File: config.mk
export PLATFORM = sky130hd
export DESIGN_NAME = fetch_ctrl
export DESIGN_NICKNAME = d
export VERILOG_FILES = /design/src/rtl/cpu_pkg.sv /design/src/rtl/fetch_skid.sv /design/src/rtl/fetch_ctrl.sv
export SDC_FILE = /design/constraint.sdc
export NUM_CORES = 1
export LEC_CHECK = 0
export CAP_MARGIN = 15
export CORE_MARGIN = 5
export CORE_UTILIZATION = 43
export DETAILED_ROUTE_END_ITERATION = 8
export DONT_BUFFER_PORTS = 1
export HOLD_SLACK_MARGIN = 0.15
export SETUP_SLACK_MARGIN = 0.2
export SYNTH_ARGS = -nofsm -noshare
export SYNTH_HDL_FRONTEND = slang
export SYNTH_SLANG_ARGS = --single-unit
File: constraint.sdc
create_clock -name clk -period 3 [get_ports clk]
set_input_delay 0.3 -clock clk [delete_from_list [all_inputs] [get_ports clk]]
set_output_delay 0.3 -clock clk [all_outputs]
set_load 0.05 [all_outputs]
File: src/rtl/cpu_pkg.sv
// Shared fetch-side types and constants for the five-stage MIPS core.
// Imported by the fetch sequencer and its skid buffer.
package cpu_pkg;

  localparam int WORD = 32;

  localparam logic [WORD-1:0] RESET_PC   = 32'h0000_3000;
  localparam logic [WORD-1:0] EXC_VECTOR = 32'h0000_4180;

  typedef enum logic [1:0] {
    REQ   = 2'd0,
    HOLD  = 2'd1,
    DRAIN = 2'd2
  } fetch_st_t;

  function automatic logic [WORD-1:0] walign(
    input logic [WORD-1:0] a
  );
    return a & ~32'd3;
  endfunction

endpackage

File: src/rtl/fetch_skid.sv
// One-entry holding register for an instruction that returned while
// the pipeline was stalled.
module fetch_skid
  import cpu_pkg::*;
(
  input  logic            clk,
  input  logic            reset,
  input  logic            i_load,
  input  logic            i_clr,
  input  logic [WORD-1:0] i_instr,
  input  logic [WORD-1:0] i_pc,
  input  logic [WORD-1:0] i_pc4,
  output logic            o_valid,
  output logic [WORD-1:0] o_instr,
  output logic [WORD-1:0] o_pc,
  output logic [WORD-1:0] o_pc4
);

  logic            r_valid;
  logic [WORD-1:0] r_instr;
  logic [WORD-1:0] r_pc;
  logic [WORD-1:0] r_pc4;

  always_ff @(posedge clk) begin
    if (reset || i_clr) begin
      r_valid <= 1'b0;
      r_instr <= '0;
      r_pc    <= '0;
      r_pc4   <= '0;
    end else if (i_load) begin
      r_valid <= 1'b1;
      r_instr <= i_instr;
      r_pc    <= i_pc;
      r_pc4   <= i_pc4;
    end
  end

  assign o_valid = r_valid;
  assign o_instr = r_instr;
  assign o_pc    = r_pc;
  assign o_pc4   = r_pc4;

endmodule

File: src/rtl/fetch_ctrl.sv
// Instruction-fetch sequencer: PC, IF/ID register, imem handshake,
// delay-slot redirects, stall skid and exception vectoring.
module fetch_ctrl #(
  parameter logic [31:0] RESET_PC   = cpu_pkg::RESET_PC,
  parameter logic [31:0] EXC_VECTOR = cpu_pkg::EXC_VECTOR
) (
  input  logic        clk,
  input  logic        reset,
  input  logic        stall,
  input  logic        redirect,
  input  logic [31:0] redirect_pc,
  input  logic        exc,
  output logic        imem_req,
  output logic [31:0] imem_addr,
  input  logic        imem_ready,
  input  logic [31:0] imem_rdata,
  output logic [31:0] instr_d,
  output logic [31:0] pc_d,
  output logic [31:0] pc4_d,
  output logic        valid_d,
  output logic [31:0] epc
);

  import cpu_pkg::*;

  fetch_st_t       r_state;
  logic            r_req;
  logic [WORD-1:0] r_addr;
  logic [WORD-1:0] r_pc;
  logic            r_rpend;
  logic [WORD-1:0] r_rpc;
  logic [WORD-1:0] r_instr;
  logic [WORD-1:0] r_pcd;
  logic [WORD-1:0] r_pc4d;
  logic            r_valid;
  logic [WORD-1:0] r_epc;

  logic            w_done;
  logic            w_redir;
  logic [WORD-1:0] w_pc4;
  logic [WORD-1:0] w_tgt;
  logic [WORD-1:0] w_nxt;
  logic            w_skid_ld;
  logic            w_skid_clr;
  logic            w_sk_v;
  logic [WORD-1:0] w_sk_instr;
  logic [WORD-1:0] w_sk_pc;
  logic [WORD-1:0] w_sk_pc4;

  assign w_done  = r_req & imem_ready;
  assign w_redir = redirect & ~stall;
  assign w_pc4   = r_pc + 32'd4;
  assign w_tgt   = w_redir ? walign(redirect_pc) : r_rpc;
  assign w_nxt   = (w_redir | r_rpend) ? w_tgt : w_pc4;

  assign w_skid_ld  = ~exc & (r_state == REQ) & w_done & stall;
  assign w_skid_clr = exc | ((r_state == HOLD) & ~stall);

  fetch_skid u_skid (
    .clk     (clk),
    .reset   (reset),
    .i_load  (w_skid_ld),
    .i_clr   (w_skid_clr),
    .i_instr (imem_rdata),
    .i_pc    (r_pc),
    .i_pc4   (w_pc4),
    .o_valid (w_sk_v),
    .o_instr (w_sk_instr),
    .o_pc    (w_sk_pc),
    .o_pc4   (w_sk_pc4)
  );

  always_ff @(posedge clk) begin
    if (reset) begin
      r_state <= REQ;
      r_req   <= 1'b1;
      r_addr  <= walign(RESET_PC);
      r_pc    <= walign(RESET_PC);
      r_rpend <= 1'b0;
      r_rpc   <= '0;
      r_instr <= '0;
      r_pcd   <= '0;
      r_pc4d  <= '0;
      r_valid <= 1'b0;
      r_epc   <= '0;
    end else if (exc) begin
      r_epc   <= r_pcd;
      r_valid <= 1'b0;
      r_rpend <= 1'b0;
      r_pc    <= walign(EXC_VECTOR);
      // an unanswered request must finish before the vector fetch
      if (r_state != HOLD && !imem_ready) begin
        r_state <= DRAIN;
      end else begin
        r_state <= REQ;
        r_req   <= 1'b1;
        r_addr  <= walign(EXC_VECTOR);
      end
    end else begin
      unique case (r_state)
        REQ: begin
          if (w_done && !stall) begin
            r_instr <= imem_rdata;
            r_pcd   <= r_pc;
            r_pc4d  <= w_pc4;
            r_valid <= 1'b1;
            r_pc    <= w_nxt;
            r_addr  <= w_nxt;
            r_rpend <= 1'b0;
          end else if (w_done) begin
            r_state <= HOLD;
            r_req   <= 1'b0;
          end else if (w_redir) begin
            r_rpend <= 1'b1;
            r_rpc   <= walign(redirect_pc);
          end
        end
        HOLD: begin
          if (!stall) begin
            r_instr <= w_sk_instr;
            r_pcd   <= w_sk_pc;
            r_pc4d  <= w_sk_pc4;
            r_valid <= w_sk_v;
            r_pc    <= w_nxt;
            r_addr  <= w_nxt;
            r_rpend <= 1'b0;
            r_req   <= 1'b1;
            r_state <= REQ;
          end
        end
        DRAIN: begin
          if (imem_ready) begin
            r_state <= REQ;
            r_addr  <= r_pc;
          end
        end
        default: begin
          r_state <= REQ;
          r_req   <= 1'b1;
          r_addr  <= r_pc;
        end
      endcase
    end
  end

  assign imem_req  = r_req;
  assign imem_addr = r_addr;
  assign instr_d   = r_instr;
  assign pc_d      = r_pcd;
  assign pc4_d     = r_pc4d;
  assign valid_d   = r_valid;
  assign epc       = r_epc;

endmodule

==> reports/metrics.cfg, run 1 <==
[route]
viasPerCell=5.71
avgRoutedWirePerCell_um=20.3
drt_iter0_drc=1123
drtPass1Iterations=5
drc=0
ant_nets=0
vias=12900
finalWirelength_um=45700

[sta]
finClkSkew_ns=0.0224
finalSetupViolations=0
period_share=0.893
max_slew.worst_pin.slew_ns=1.01
period_needed_ns=2.68
drv_slew=0
rsz0062_at_grt=false
max_freq_ghz=0.373
hold_viol_final=0
fin_setup_tns_ns=0
slew_headroom=0.326

[synthesis]
syn_area_um2=13800
syn_area_per_cell_um2=7.67
ys_ff_latch=322
async_reset_ff_frac=0
ys.flop_type=dfxtp_1
synth_nets=1866
synth.distinct_cells=63
ys_warn_count=0
synth_edf_count=0
yosysSeqAreaShare=0.468
syn_inst=1795

[power]
p_total_mw=9.69
p_seq_frac=0.477
switching_share=0.257
internal_power_mw=7.19
p_clk_frac=0.444
vdd_drop_max_uv=405
power.density_nw_per_um2=590
p_sw_mw=2.49
power.leakage_nw=6.00
p_comb_frac=0.079

[critical_path]
r2r_cells=7
worst-path-stages=9
worstSetupPathType=in -> reg
path_buf_inv=4
critical_path.cell_chain=dlygate4sd3_1 > buf_12 > or3_1 > a21oi_1 > and2_1 > buf_6 > nand2_1 > a21oi_1 > dlygate4sd3_1
cp_top_family=buffers and inverters
cpPeakStageDelay_ns=0.59
crit_slowest_cell=dlygate4sd3_1
worstPathRequired_ns=3.45
worst_ep_arrival_time_ns=3.13
startpoint_type=primary input
worstPathMaxFanout=33
endpoint_kind=flop

[finish]
post-route-util=0.520
nets=1898
diodes=0
syn2layout_area_growth_pct=19.2
drive_gt1_frac=0.0740

[clock_tree]
cts_buffers=36
clock_latency_ns=0.53
cts.sink_count=322
clk_pin_slew_ns=0.06
root_buffer=clkbuf_16
cts.path.max_buffers=3
cts_htree_levels=2
cts_tree=built

[die]
rows=65
initial_core_util=0.436
fp.dieW_um=189
io_pins=232
dieArea_um2=35700
fp.coreArea_um2=31600
die_h_um=189

[status]
run_status=finished clean

[worst_hold_path]
hold_path_depth=4
min_path_type=in -> reg

[placed_design]
place_hpwl_um=29200
numPortBuffers=0
gp_congestion=0.912

[global_route]
grt_pass1_vias=11800
met2_usage=0.377
grtUsageMet3=0.0621
antenna_found_initial=1
gr-usage-met1=0.337
grt_pass1_wl_um=71100
overflow=0
grt_max_degree=143
top_usage_layer=met2
grtUsageTotal=0.246

[flow_run]
max_cap_violations=0

[registers in the layout, summed over array words and instances, names as in the netlist, 2 cells and up]
signal and flops:
u_skid.o_instr 32, pc_d 32, pc4_d 30, r_rpc 32
u_skid.o_pc4 32, u_skid.o_pc 30, r_state 2, r_pc 32
instr_d 32, imem_addr 32, epc 32
[final timing paths]
check              from             end  slack [ns]
max                 exc       r_rpc[13]        0.32
min          imem_ready  u_skid.o_pc[2]        0.17
max reg2reg     r_pc[4]         r_pc[7]        0.33
min reg2reg   r_rpc[26]       r_rpc[26]        0.45
[layout by cell type (no fill, tap or decap), types with 15 or more instances in the layout]
cell and instances:
o21ai_0 49, clkbuf_16 37, nor3_1 37, buf_4 48, nand2_1 402, dfxtp_1 321, mux2i_1 44, a21oi_1 279
dlygate4sd3_1 102, nor2_1 204, a211oi_1 36, a31oi_1 20, o211ai_1 15, nand3_1 29
[routing by layer]
metal  routed length (um)  up-vias
li1                     -     6207
met1                19600     6069
met2                20300      491
met3                 4080       89
met4                 1750        2
met5                   14        -
[stage by stage]
stage / std cells / setup slack [ns] / instance area [um2] / hold WS [ns]
floorplan: 1795 / 0.835 / 13800 / 0.431
global placement: 2087 / 0.524 / 14200 / 0.380
detailed placement: 2087 / 0.487 / 14200 / 0.383
CTS: 2253 / 0.229 / 16400 / 0.156
global route: 2253 / 0.235 / 16400 / 0.178
finish: 2253 / 0.322 / 16400 / 0.170
[worst register-to-register path, delay by kind of cell, from the launching register on]
family / cells / cell delay, ns
compound gates: 2 / 0.23
flops: 1 / 0.62
simple gates: 2 / 0.56
xor+xnor: 1 / 0.34
buf+inv: 1 / 0.59
mux: 1 / 0.21
[kinds of logic (layout without fill, tap and decap cells)]
kind of cell	Yosys count	in the layout	synth area share
simple gates	745	745	0.227
compound gates	481	481	0.205
flops	322	322	0.468
buf+inv	178	234	0.0514
mux	45	45	0.0328
xor+xnor	23	23	0.0146
fa+ha+maj	1	1	0.000909
[power groups by stage]
stage               clock (mW)  combinational, mW  sequential, mW
floorplan                    0              0.479            4.67
global placement             0              0.601            4.71
detailed placement           0              0.607            4.71
CTS                       4.40              0.754            4.62
global route              4.56              0.831            4.63
finish                    4.30              0.762            4.62
[synth_stat cells, drive strengths merged, types with 3 or more instances]
| cell | count | area, um2 |
|---|---|---|
| o41ai | 3 | 26.3 |
| a311oi | 6 | 52.6 |
| xnor2 | 14 | 123 |
| a211oi | 36 | 270 |
| a31oi | 20 | 125 |
| o22ai | 7 | 43.8 |
| nor3 | 40 | 216 |
| a221o | 3 | 30.0 |
| and3 | 14 | 87.6 |
| and2 | 7 | 43.8 |
| o311ai | 3 | 26.3 |
| o21ai | 51 | 255 |
| o211ai | 15 | 113 |
| or2 | 3 | 18.8 |
| buf | 37 | 179 |
| a22oi | 13 | 97.6 |
| nand4 | 15 | 115 |
| a21o | 6 | 45.0 |
| nand2b | 8 | 50.1 |
| and4 | 3 | 26.3 |
| o32ai | 3 | 26.3 |
| nand3 | 29 | 145 |
| or3 | 4 | 25.0 |
| nor4 | 7 | 73.8 |
| a221oi | 7 | 61.3 |
| nor2 | 206 | 773 |
| mux2i | 44 | 440 |
| a21oi | 279 | 1400 |
| nand2 | 405 | 1520 |
| inv | 10 | 37.5 |
| clkbuf | 129 | 484 |
| xor2 | 9 | 78.8 |
| dfxtp | 322 | 6450 |
| a22o | 5 | 43.8 |
| o31ai | 3 | 22.5 |
| o211a | 5 | 50.1 |
[final cells by class]
cell class                      instances  area (um2)
Clock inverter                          6        40.0
Timing Repair Buffer                  160        1580
Inverter                               12        45.0
Clock buffer                           56        1120
Fill cell                            3033       15100
Sequential cell                       322        6450
Multi-Input combinational cell       1295        6690
Tap cell                              402         503
[repair_timing]
item	4_1_cts	5_1_grt
gates resized for setup	0	3
hold buffers	104	0
hold endpoints to repair	239	0
buffers inserted	0	0
endpoints found under the setup margin	0	14
No activity file was read; power rests on OpenSTA's default activity.
==> run 2: changes to the inputs <==
--- a/config.mk
+++ b/config.mk
@@ -15,3 +15,4 @@
 export SYNTH_ARGS = -nofsm -noshare
 export SYNTH_HDL_FRONTEND = slang
 export SYNTH_SLANG_ARGS = --single-unit
+export TNS_END_PERCENT = 50
==> results of run 2 <==
Final layout, timing and power as in run 1 (identical DEF).
